[src/rtl/voice_scheduler_pkg.sv]
// voice_scheduler_pkg
// Shared definitions for the voice scheduler slice. It holds the default
// widths, the scheduler FSM state type and the note-index to phase-step
// scale table.
package voice_scheduler_pkg;

    localparam int DEF_NUM_VOICES = 4;
    localparam int DEF_POS_W      = 13;
    localparam int DEF_TIMEOUT    = 255;
    localparam int SAMPLE_W       = 16;
    localparam int KEY_W          = 4;
    localparam int SCALE_W        = 7;

    typedef enum logic [2:0] {
        S_IDLE,
        S_SELECT,
        S_ISSUE,
        S_WAIT,
        S_ACCUM,
        S_OUTPUT
    } state_e;

    // Phase step per note index, one semitone apart over 13 notes. Indices
    // 13..15 return 0, so the voice position is held.
    function automatic logic [SCALE_W-1:0] scale_of(input logic [KEY_W-1:0] idx);
        logic [SCALE_W-1:0] s;
        case (idx)
            4'd0:    s = 7'd37;
            4'd1:    s = 7'd39;
            4'd2:    s = 7'd41;
            4'd3:    s = 7'd44;
            4'd4:    s = 7'd46;
            4'd5:    s = 7'd49;
            4'd6:    s = 7'd52;
            4'd7:    s = 7'd55;
            4'd8:    s = 7'd58;
            4'd9:    s = 7'd62;
            4'd10:   s = 7'd66;
            4'd11:   s = 7'd69;
            4'd12:   s = 7'd74;
            default: s = '0;
        endcase
        return s;
    endfunction

endpackage

[src/rtl/voice_scheduler_if.sv]
// voice_scheduler_if
// Wavetable memory read bus.
//   mem_addr : {wave bank, voice phase} read address (scheduler drives)
//   mem_rd   : read request level, held until the read completes (scheduler drives)
//   mem_done : one-cycle pulse, mem_dout valid (memory drives)
//   mem_dout : signed sample (memory drives)
interface voice_scheduler_if
    import voice_scheduler_pkg::*;
#(
    parameter int POS_W = DEF_POS_W
);
    logic [POS_W+1:0]           mem_addr;
    logic                       mem_rd;
    logic                       mem_done;
    logic signed [SAMPLE_W-1:0] mem_dout;

    modport master (output mem_addr, output mem_rd, input mem_done, input mem_dout);
    modport slave  (input mem_addr, input mem_rd, output mem_done, output mem_dout);
endinterface

[src/rtl/voice_phase_bank.sv]
// voice_phase_bank
// Per-voice phase accumulator storage. The voice selected by sel_i is
// cleared (clr_i) or advanced by its scale step (adv_i). Its current
// position is presented on pos_o.
//   clk_50, daclrck : clock, async active-high reset (all positions to 0)
//   sel_i           : voice index
//   adv_i, clr_i    : advance / clear selected voice (clear wins)
//   key_val_i       : note index of the selected voice
//   pos_o           : current position of the selected voice
module voice_phase_bank
    import voice_scheduler_pkg::*;
#(
    parameter int NUM_VOICES = DEF_NUM_VOICES,
    parameter int POS_W      = DEF_POS_W,
    localparam int VW        = $clog2(NUM_VOICES)
) (
    input  logic             clk_50,
    input  logic             daclrck,
    input  logic [VW-1:0]    sel_i,
    input  logic             adv_i,
    input  logic             clr_i,
    input  logic [KEY_W-1:0] key_val_i,
    output logic [POS_W-1:0] pos_o
);
    logic [POS_W-1:0] pos_q [NUM_VOICES];
    logic [POS_W-1:0] pos_d [NUM_VOICES];

    // The addition wraps modulo 2^POS_W by truncation.
    always_comb begin
        pos_d = pos_q;
        if (clr_i) begin
            pos_d[sel_i] = '0;
        end else if (adv_i) begin
            pos_d[sel_i] = pos_q[sel_i] + POS_W'(scale_of(key_val_i));
        end
    end

    always_ff @(posedge clk_50 or posedge daclrck) begin
        if (daclrck) begin
            for (int i = 0; i < NUM_VOICES; i++) begin
                pos_q[i] <= '0;
            end
        end else begin
            pos_q <= pos_d;
        end
    end

    assign pos_o = pos_q[sel_i];

endmodule

[src/rtl/voice_scheduler.sv]
// voice_scheduler
// Time-multiplexed wavetable voice mixer. On each sample_tick it walks the
// voices in turn. For each keyed voice it reads one sample from wavetable
// memory, sums the samples, and emits the average on mix_out with a
// one-cycle mix_valid pulse.
//   clk_50, daclrck   : clock, async active-high reset
//   sample_tick       : frame start pulse
//   wave_select       : wavetable bank (upper address bits)
//   key_on, key_val   : per-voice gate and 4-bit note index
//   mem               : wavetable read bus (master side)
//   mix_out/mix_valid : mixed sample and its update strobe
//   busy              : frame in progress
//   overrun, timeout  : sticky error flags
module voice_scheduler
    import voice_scheduler_pkg::*;
#(
    parameter int NUM_VOICES = DEF_NUM_VOICES,
    parameter int POS_W      = DEF_POS_W,
    parameter int TIMEOUT    = DEF_TIMEOUT
) (
    input  logic                        clk_50,
    input  logic                        daclrck,
    input  logic                        sample_tick,
    input  logic [1:0]                  wave_select,
    input  logic [NUM_VOICES-1:0]       key_on,
    input  logic [KEY_W*NUM_VOICES-1:0] key_val,
    voice_scheduler_if.master           mem,
    output logic signed [SAMPLE_W-1:0]  mix_out,
    output logic                        mix_valid,
    output logic                        busy,
    output logic                        overrun,
    output logic                        timeout
);
    localparam int VW    = $clog2(NUM_VOICES);
    localparam int ACC_W = SAMPLE_W + VW;
    localparam int CNT_W = $clog2(TIMEOUT + 1);

    state_e                      state_q, state_d;
    logic [VW-1:0]               v_q, v_d;
    logic signed [ACC_W-1:0]     acc_q, acc_d;
    logic signed [SAMPLE_W-1:0]  data_q, data_d;
    logic [CNT_W-1:0]            cnt_q, cnt_d;
    logic [NUM_VOICES-1:0]       kon_q, kon_d;
    logic [KEY_W*NUM_VOICES-1:0] kval_q, kval_d;
    logic [1:0]                  ws_q, ws_d;
    logic                        rd_q, rd_d;
    logic [POS_W+1:0]            addr_q, addr_d;
    logic signed [SAMPLE_W-1:0]  mix_q, mix_d;
    logic                        mv_q, mv_d;
    logic                        ovr_q, ovr_d;
    logic                        tmo_q, tmo_d;

    logic                        adv_pos, clr_pos;
    logic [POS_W-1:0]            pos;
    logic [KEY_W-1:0]            cur_kv;
    logic                        last_v;

    assign cur_kv = kval_q[{v_q, 2'b00} +: KEY_W];
    assign last_v = (v_q == VW'(NUM_VOICES - 1));

    voice_phase_bank #(
        .NUM_VOICES (NUM_VOICES),
        .POS_W      (POS_W)
    ) u_phase (
        .clk_50    (clk_50),
        .daclrck   (daclrck),
        .sel_i     (v_q),
        .adv_i     (adv_pos),
        .clr_i     (clr_pos),
        .key_val_i (cur_kv),
        .pos_o     (pos)
    );

    always_comb begin
        state_d = state_q;
        v_d     = v_q;
        acc_d   = acc_q;
        data_d  = data_q;
        cnt_d   = cnt_q;
        kon_d   = kon_q;
        kval_d  = kval_q;
        ws_d    = ws_q;
        rd_d    = rd_q;
        addr_d  = addr_q;
        mix_d   = mix_q;
        mv_d    = 1'b0;
        ovr_d   = ovr_q;
        tmo_d   = tmo_q;
        adv_pos = 1'b0;
        clr_pos = 1'b0;

        // A tick that lands on any busy cycle, including OUTPUT, is dropped.
        if (sample_tick && state_q != S_IDLE) begin
            ovr_d = 1'b1;
        end

        case (state_q)
            S_IDLE: begin
                if (sample_tick) begin
                    kon_d   = key_on;
                    kval_d  = key_val;
                    ws_d    = wave_select;
                    acc_d   = '0;
                    v_d     = '0;
                    state_d = S_SELECT;
                end
            end
            S_SELECT: begin
                if (kon_q[v_q]) begin
                    // The request is registered here so that it is already visible during ISSUE.
                    rd_d    = 1'b1;
                    addr_d  = {ws_q, pos};
                    cnt_d   = '0;
                    state_d = S_ISSUE;
                end else begin
                    clr_pos = 1'b1;
                    if (last_v) state_d = S_OUTPUT;
                    else        v_d = v_q + 1'b1;
                end
            end
            S_ISSUE: begin
                state_d = S_WAIT;
            end
            S_WAIT: begin
                if (mem.mem_done) begin
                    data_d  = mem.mem_dout;
                    rd_d    = 1'b0;
                    state_d = S_ACCUM;
                end else if (cnt_q == CNT_W'(TIMEOUT - 1)) begin
                    // Give up on this read: the voice contributes silence but keeps its phase moving.
                    data_d  = '0;
                    rd_d    = 1'b0;
                    tmo_d   = 1'b1;
                    state_d = S_ACCUM;
                end else begin
                    cnt_d = cnt_q + CNT_W'(1);
                end
            end
            S_ACCUM: begin
                acc_d   = acc_q + {{VW{data_q[SAMPLE_W-1]}}, data_q};
                adv_pos = 1'b1;
                if (last_v) begin
                    state_d = S_OUTPUT;
                end else begin
                    v_d     = v_q + 1'b1;
                    state_d = S_SELECT;
                end
            end
            S_OUTPUT: begin
                mix_d   = SAMPLE_W'(acc_q >>> VW);
                mv_d    = 1'b1;
                state_d = S_IDLE;
            end
            default: state_d = S_IDLE;
        endcase
    end

    always_ff @(posedge clk_50 or posedge daclrck) begin
        if (daclrck) begin
            state_q <= S_IDLE;
            v_q     <= '0;
            acc_q   <= '0;
            data_q  <= '0;
            cnt_q   <= '0;
            kon_q   <= '0;
            kval_q  <= '0;
            ws_q    <= '0;
            rd_q    <= 1'b0;
            addr_q  <= '0;
            mix_q   <= '0;
            mv_q    <= 1'b0;
            ovr_q   <= 1'b0;
            tmo_q   <= 1'b0;
        end else begin
            state_q <= state_d;
            v_q     <= v_d;
            acc_q   <= acc_d;
            data_q  <= data_d;
            cnt_q   <= cnt_d;
            kon_q   <= kon_d;
            kval_q  <= kval_d;
            ws_q    <= ws_d;
            rd_q    <= rd_d;
            addr_q  <= addr_d;
            mix_q   <= mix_d;
            mv_q    <= mv_d;
            ovr_q   <= ovr_d;
            tmo_q   <= tmo_d;
        end
    end

    assign mem.mem_rd   = rd_q;
    assign mem.mem_addr = addr_q;
    assign mix_out      = mix_q;
    assign mix_valid    = mv_q;
    assign busy         = (state_q != S_IDLE);
    assign overrun      = ovr_q;
    assign timeout      = tmo_q;

endmodule

[src/flat_wrapper.sv]
// flat-port wrapper written by rule: the top's interface ports become plain ports
module voice_scheduler_flat import voice_scheduler_pkg::*;
#(
    parameter int NUM_VOICES = DEF_NUM_VOICES,
    parameter int POS_W      = DEF_POS_W,
    parameter int TIMEOUT    = DEF_TIMEOUT
)
  (clk_50, daclrck, sample_tick, wave_select, key_on, key_val, mix_out, mix_valid, busy, overrun, timeout, mem_mem_addr, mem_mem_rd, mem_mem_done, mem_mem_dout);
  voice_scheduler_if #(.POS_W(POS_W)) mem_i ();
  input  logic clk_50;
  input  logic daclrck;
  input  logic sample_tick;
  input  logic [1:0] wave_select;
  input  logic [NUM_VOICES-1:0] key_on;
  input  logic [KEY_W*NUM_VOICES-1:0] key_val;
  output logic signed [SAMPLE_W-1:0] mix_out;
  output logic mix_valid;
  output logic busy;
  output logic overrun;
  output logic timeout;
  output wire logic [$bits(mem_i.mem_addr)-1:0] mem_mem_addr;
  output wire logic [$bits(mem_i.mem_rd)-1:0] mem_mem_rd;
  input wire logic [$bits(mem_i.mem_done)-1:0] mem_mem_done;
  input wire logic [$bits(mem_i.mem_dout)-1:0] mem_mem_dout;
  assign mem_mem_addr = mem_i.mem_addr;
  assign mem_mem_rd = mem_i.mem_rd;
  assign mem_i.mem_done = mem_mem_done;
  assign mem_i.mem_dout = mem_mem_dout;
  voice_scheduler #(.NUM_VOICES(NUM_VOICES), .POS_W(POS_W), .TIMEOUT(TIMEOUT)) u_core (.clk_50(clk_50), .daclrck(daclrck), .sample_tick(sample_tick), .wave_select(wave_select), .key_on(key_on), .key_val(key_val), .mem(mem_i), .mix_out(mix_out), .mix_valid(mix_valid), .busy(busy), .overrun(overrun), .timeout(timeout));
endmodule
[config.mk]
export PLATFORM = sky130hd
export DESIGN_NAME = voice_scheduler_flat
export DESIGN_NICKNAME = d
export VERILOG_FILES = /design/src/rtl/voice_scheduler_pkg.sv /design/src/rtl/voice_scheduler_if.sv /design/src/rtl/voice_phase_bank.sv /design/src/rtl/voice_scheduler.sv /design/src/flat_wrapper.sv
export SDC_FILE = /design/constraint.sdc
export NUM_CORES = 1
export LEC_CHECK = 0
export CAP_MARGIN = 20
export CORE_ASPECT_RATIO = 0.5
export CORE_MARGIN = 1
export CORE_UTILIZATION = 50
export CTS_CLUSTER_DIAMETER = 150
export DETAILED_ROUTE_END_ITERATION = 7
export PLACE_DENSITY = 0.8
export SYNTH_ARGS = -nofsm -noshare
export SYNTH_HDL_FRONTEND = slang
export SYNTH_SLANG_ARGS = --single-unit
[constraint.sdc]
create_clock -name clk_50 -period 16.83 [get_ports clk_50]
set_clock_uncertainty 0.1 [all_clocks]
set_input_delay 3.366 -clock clk_50 [delete_from_list [all_inputs] [get_ports clk_50]]
set_output_delay 3.366 -clock clk_50 [all_outputs]
set_load 0.01 [all_outputs]
---- Word level (Yosys, flattened, before mapping) ----
Memory sizes are Yosys's and may differ from the RTL's.
Cells that the tools add are included.
storage, ports and cells
  flip-flop bits (word level) ............. 156
  input port bits ......................... 42
  bits in read-only memories .............. 112
  output and inout bits ................... 36
  memories kept ........................... 1
  logic and storage cells ................. 102
cells by class
  add/sub/neg operators ................... 4
  multiplexer cells ....................... 39
  magnitude comparators ................... 3
  bitwise gates (word level) .............. 4
  reductions and logical operators ........ 18
  equal/unequal tests ..................... 14
  shift operators ......................... 1
memories
  name              depth  bits a word  rd ports  clocked after memory_dff  wr ports  line                       text
  (name not given)  16     7            1         0                         0         voice_scheduler_pkg.sv:27  case (idx)
operators by type and width
  kind                                          number
  two-way mux 52 bit                            2
  AND 52 bit                                    1
  bitwise mux 52 bit                            1
  inverter 52 bit                               1
  two-way mux 13 bit                            3
  case mux 18 bit (2 select lines)              1
  two-way mux 16 bit                            2
  binary-select mux 13 bit (select 2 bit)       1
  demux 13 bit (select 2 bit)                   1
  two-way mux 8 bit                             3
  adder 18 bit                                  1
  two-way mux 18 bit                            1
  two-way mux 3 bit                             6
  case mux 8 bit (2 select lines)               1
  indexed part select 16 x 5 -> 4 bit           1
  case mux 3 bit (5 select lines)               1
  two-way mux 7 bit                             2
  adder 13 x 7 -> 13 bit                        1
  AND reduction 3 bit                           4
  adder 8 x 1 -> 8 bit, second input constant   1
  == test 8 bit, second input constant          1
  two-way mux 1 bit                             8
  inequality test 2 bit, second input constant  4
  AND reduction 2 bit                           4
  other kinds (22)                              31

---- Logic depth before layout (Yosys ltp) ----
  word-level depth ........................ 9
  mapped depth ............................ 17
  mapped depth without buffers ............ 15

---- Hierarchy ----
A second synthesis with hierarchy kept.
second synthesis, totals
  cells, all modules ...................... 789
  area total of the unflattened synthesis .. 8235.4 um^2
modules (own cells, without submodules)
  module            area an instance (um^2)  seq. area each (um^2)  instances  cells each
  voice_scheduler   5190.0                   2602.5                 1          495
  voice_phase_bank  3045.4                   1301.2                 1          294

---- Least setup slack after synthesis ----
OpenSTA, ideal clock, no wires.
  kind .................................... input to register
  from .................................... input mem_mem_done
  to ...................................... register u_core.cnt_q[3]
  required time ........................... 16.612 ns
  setup slack ............................. 12.404 ns
  setup time .............................. 0.118 ns
  cell stages on the path ................. 6
  path buffers ............................ 1
  arrival ................................. 4.208 ns
  cells stage by stage .................... o21bai_2 and3_4 buf_6 nand4_1 xor2_1 nor2_1
on the way
  longest elaborated chain between the ends .. 2
RTL lines
  element                          line                    text
  from (decl)                      flat_wrapper.sv:23      input wire logic [$bits(mem_i.mem_done)-1:0] mem_mem_done;
  inequality test 2 bit (no line)  --
  AND reduction 4 bit (no line)    --
  to (signal assigned)             voice_scheduler.sv:179  cnt_q <= cnt_d;
  to (decl)                        voice_scheduler.sv:42   logic [CNT_W-1:0] cnt_q, cnt_d;
No other way between the ends.
A chain may end at the register's enable or synchronous reset.

---- Final worst setup path ----
  from .................................... register u_core.state_q[1]
  to ...................................... output busy
on the way
  longest elaborated chain between the ends .. 1
RTL lines
  element                 line                    text
  from (decl)             voice_scheduler.sv:38   state_e state_q, state_d;
  from (signal assigned)  voice_scheduler.sv:175  state_q <= state_d;
  nonzero test 3 bit      voice_scheduler.sv:196  assign busy = (state_q != S_IDLE);
  to (decl)               flat_wrapper.sv:18      output logic busy;
No other way between the ends.

==> results.md <==
- Num Clock Sinks: 156
- Max-slew violation count: 0
- Routability cong.: 0.849
- CTS Hold Buffers Added: 0
- Post-synthesis share of cell area spent on full adders, half adders and majority gates: 6.29%
- Synthesized-area fraction occupied by and/or/nand/nor cells: roughly 15%
- Maximum number of pins on one net before global-route repair: 83
- Count of nets left with antenna violations after detail routing: 0
- Wire length of the first global-routing pass: 30.7 mm
- Complex-gate fraction of the synthesized area: 14.3%
- Slack of the worst reg-to-reg path: ~13 ns
- Number of antenna violations at the first check in global routing: 1
- Core ar.: 0.0155 mm^2
- Starting DRC count in detailed routing: 604
- Worst R2R End: u_core.u_phase.pos_q[21]$_DFFE_PP0P_
- Largest buffer count on any clock path: 2
- Critical-path top delay cell: sky130_fd_sc_hd__dfrtp_1
- CTS tree: built
- Routed wire per std cell: 17.9 um
- CP peak stage delay: ~0.50 ns
- Number of CTS-inserted buffers: 17
- Critical path buffer and inverter count: 2
- Layout Nets: 903
- Routed vias: around 6000
- Leakage component of the power: approximately 4.5 nW
- Tightest Hold Check Type: reg2reg
- Commonest register cell after synthesis: sky130_fd_sc_hd__dfrtp_1
- Horizontal extent of the die: 181 um
- Final min period: 5.37 ns
- Startpoint of the lowest-slack register-to-register path: u_core.v_q[0]$_DFFE_PP0P_
- Number of I/O pins: 78
- Register area share after synthesis: roughly half
- Vias in the first global route: 6137
- Setup repair after global routing missed its margin: no
- Number of hold-slack violations in the final timing report: 0
- Post-DP HPWL: about 12 mm
- Fill count: 1208
- Cell depth of the worst min-delay path: 1
- Critical Path, Cell by Cell: nor3_1, inv_1, clkdlybuf4s50_1
- Portion of netlist area occupied by mux cells: between 8 and 9%
- Post-synthesis cell area: 0.00800 mm^2
- Synth Instances: 758
- Number of flip-flops and latches in the synthesized netlist: 156
- Global-route total usage across every layer: 23.5%
- Placed Area: approximately 0.0089 mm^2
- Root cell of the clock tree: sky130_fd_sc_hd__clkbuf_16
- Setup slack after layout: 11.46 ns
- Endpoints failing setup: 0
- WP data required: 13.36 ns
- Xor/xnor share of the synthesized area: 3.17%
- Floorplan row count: 32
- Avg Synthesized Cell Area: between 10 and 15 um^2
- Design Area, Final: 0.00952 mm^2
- Crit-path max FO: 12
- Y dimension of the die: 91.5 um
- Warnings, synthesis: 0
- Startpoint of the worst setup timing path: u_core.state_q[1]$_DFFE_PP0P_
- Starting Density: 51.5%
- Pwr/cell area: 181 mW/mm^2
- Worst-Skew Late Latency: 0.42 ns
- Maximum frequency from static timing analysis: ~190 MHz
- Layout cell share with drive strength beyond 1: 10.3%
- Total number of cells along the worst setup path: 3
- Fraction of the cycle the final worst path needs: 31.9%
- Hold WS: 0.362 ns
- Clk pin slew, worst setup/hold paths: 0.06 ns
- Share of flip-flops with an asynchronous set or reset: 100%
- Post-CTS setup repair buffer count: 0
- Max_slew headroom: 39.5%
- Maximum ir drop on the vdd rail: 0.0000926 V
- Combinational family with the most area after synthesis: simple AND/OR/NAND/NOR gates
- Area growth syn-to-layout: 19.0%
- End of the worst hold path: u_core.timeout$_DFFE_PP0P_
- Crit path kind: reg2out
- Area occupied by registers: 0.00390 mm^2
- Status: complete, no violations
- Number of buffer cells added on primary ports: 77
- WP data arrival: 1.90 ns
- Post-route insts no fill: 1038
- Via-to-Cell Ratio: 5.87
- DR pass1 iterations: 5
- Fin Setup TNS: 0 ns
- Endpoint class of the critical path: output pin
- Slew at the pin closest to its max-slew limit: 0.907 ns
- Number of gates resized after CTS: 0
- DRC violations left: 0
- Total placed cells including tap cells: 1005
- Number of enable-type register cells in the synthesized netlist: 0
- Category of cells accounting for the largest share of critical-path delay: buffers and inverters
- Total inserted antenna cells: 0
- Number of cells traversed by the worst register-to-register path: 13
- Nets in the synthesized netlist: 839
- Total gr overflow: 0
- CP Launch Type: flop
- Die footprint: 0.0165 mm^2
- Distinct cells, synth: 66
- Maximum level of the CTS H-tree: 4
- Origin of the worst min-delay path: u_core.timeout$_DFFE_PP0P_
- Setup Slack @ Placement: ~11 ns
- Area occupied by multi-input gates: 0.00378 mm^2
- Max-cap viol count: 0
- Routed wire length: 18.6 mm
sequential cells by signal, summed over array words and instances (netlist names), 2 cells and up:
register / count
u_core.acc_q: 18
u_core.cnt_q: 8
u_core.data_q: 16
u_core.kon_q: 4
u_core.kval_q: 16
u_core.mem.mem_addr: 15
u_core.mix_out: 16
u_core.state_q: 3
u_core.u_phase.pos_q: 52
u_core.v_q: 2
u_core.ws_q: 2
layer usage:
layer	global-route usage, %	routed length, um	vias to the layer above
met3	3.97	974	27
met2	39.7	9170	204
li1	-	-	2804
met5	0	13	-
met4	7.91	220	2
met1	30.7	8240	3057
cells in the final DEF, fill, tap and decap left out, drive strengths merged, types with 19 or more instances in the layout:
cell type / count
a21oi: 19
a22o: 27
clkbuf: 21
clkdlybuf4s50: 77
dfrtp: 156
ha: 37
inv: 23
nand2: 167
nand3: 20
nor2: 29
o21ai: 37
how the worst max path moves through the flow:
stage,to,slack (ns)
after global routing,busy,11.33
final,busy,11.46
after detailed placement,u_core.acc_q[12]$_DFFE_PP0P_,11.24
after global placement,u_core.data_q[12]$_DFFE_PP0P_,11.29
after floorplan,u_core.acc_q[0]$_DFFE_PP0P_,9.16
after CTS,busy,11.45
power by group:
| group | internal (mW) | switching [mW] |
|---|---|---|
| logic | 0.313 | 0.433 |
| clock network | 0.252 | 0.158 |
| registers | 0.486 | 0.0828 |
| total | 1.05 | 0.674 |
metrics by stage:
step                      util, %  total power [mW]
after floorplan                 -              1.11
after global placement       57.1              1.27
after detailed placement     57.1              1.30
after CTS                    61.0              1.72
after global routing         61.3              1.83
final                        61.3              1.73
kinds of logic (layout without fill, tap and decap cells):
kind of cell / Yosys count / after routing
and+or+nand+nor: 272 / 272
AOI/OAI and AO/OA: 156 / 156
DFF: 156 / 156
buffers and inverters: 65 / 141
muxes: 41 / 41
adders and majority gates: 39 / 39
xor gates and xnor gates: 29 / 29
synth_stat cells (all sizes together), types with 7 or more instances:
| cell | instances | area [um^2] |
|---|---|---|
| a211oi | 7 | 52.6 |
| a21o | 8 | 60.1 |
| a21oi | 19 | 95.1 |
| a22o | 27 | 236 |
| a32o | 18 | 180 |
| and2 | 9 | 60.1 |
| and3 | 7 | 50.1 |
| buf | 18 | 143 |
| clkbuf | 24 | 90.1 |
| dfrtp | 156 | 3900 |
| ha | 37 | 463 |
| inv | 22 | 82.6 |
| mux2 | 16 | 180 |
| mux2i | 7 | 70.1 |
| mux4 | 18 | 413 |
| nand2 | 167 | 637 |
| nand2b | 10 | 62.6 |
| nand3 | 20 | 100 |
| nand4 | 7 | 50.1 |
| nor2 | 29 | 109 |
| nor3 | 8 | 40.0 |
| o21ai | 37 | 185 |
| o31ai | 9 | 67.6 |
| xnor2 | 12 | 105 |
| xor2 | 17 | 149 |
final cells by class:
class | instances | share of cell area, %
well taps | 204 | 2.68
inverters | 23 | 0.959
flip-flops and latches | 156 | 41.0
clock buffers | 21 | 4.73
multi-input cells | 537 | 39.8
clock inverters | 10 | 1.73
repair buffers | 87 | 9.13
Note: power is estimated with default switching activity, not from simulation.
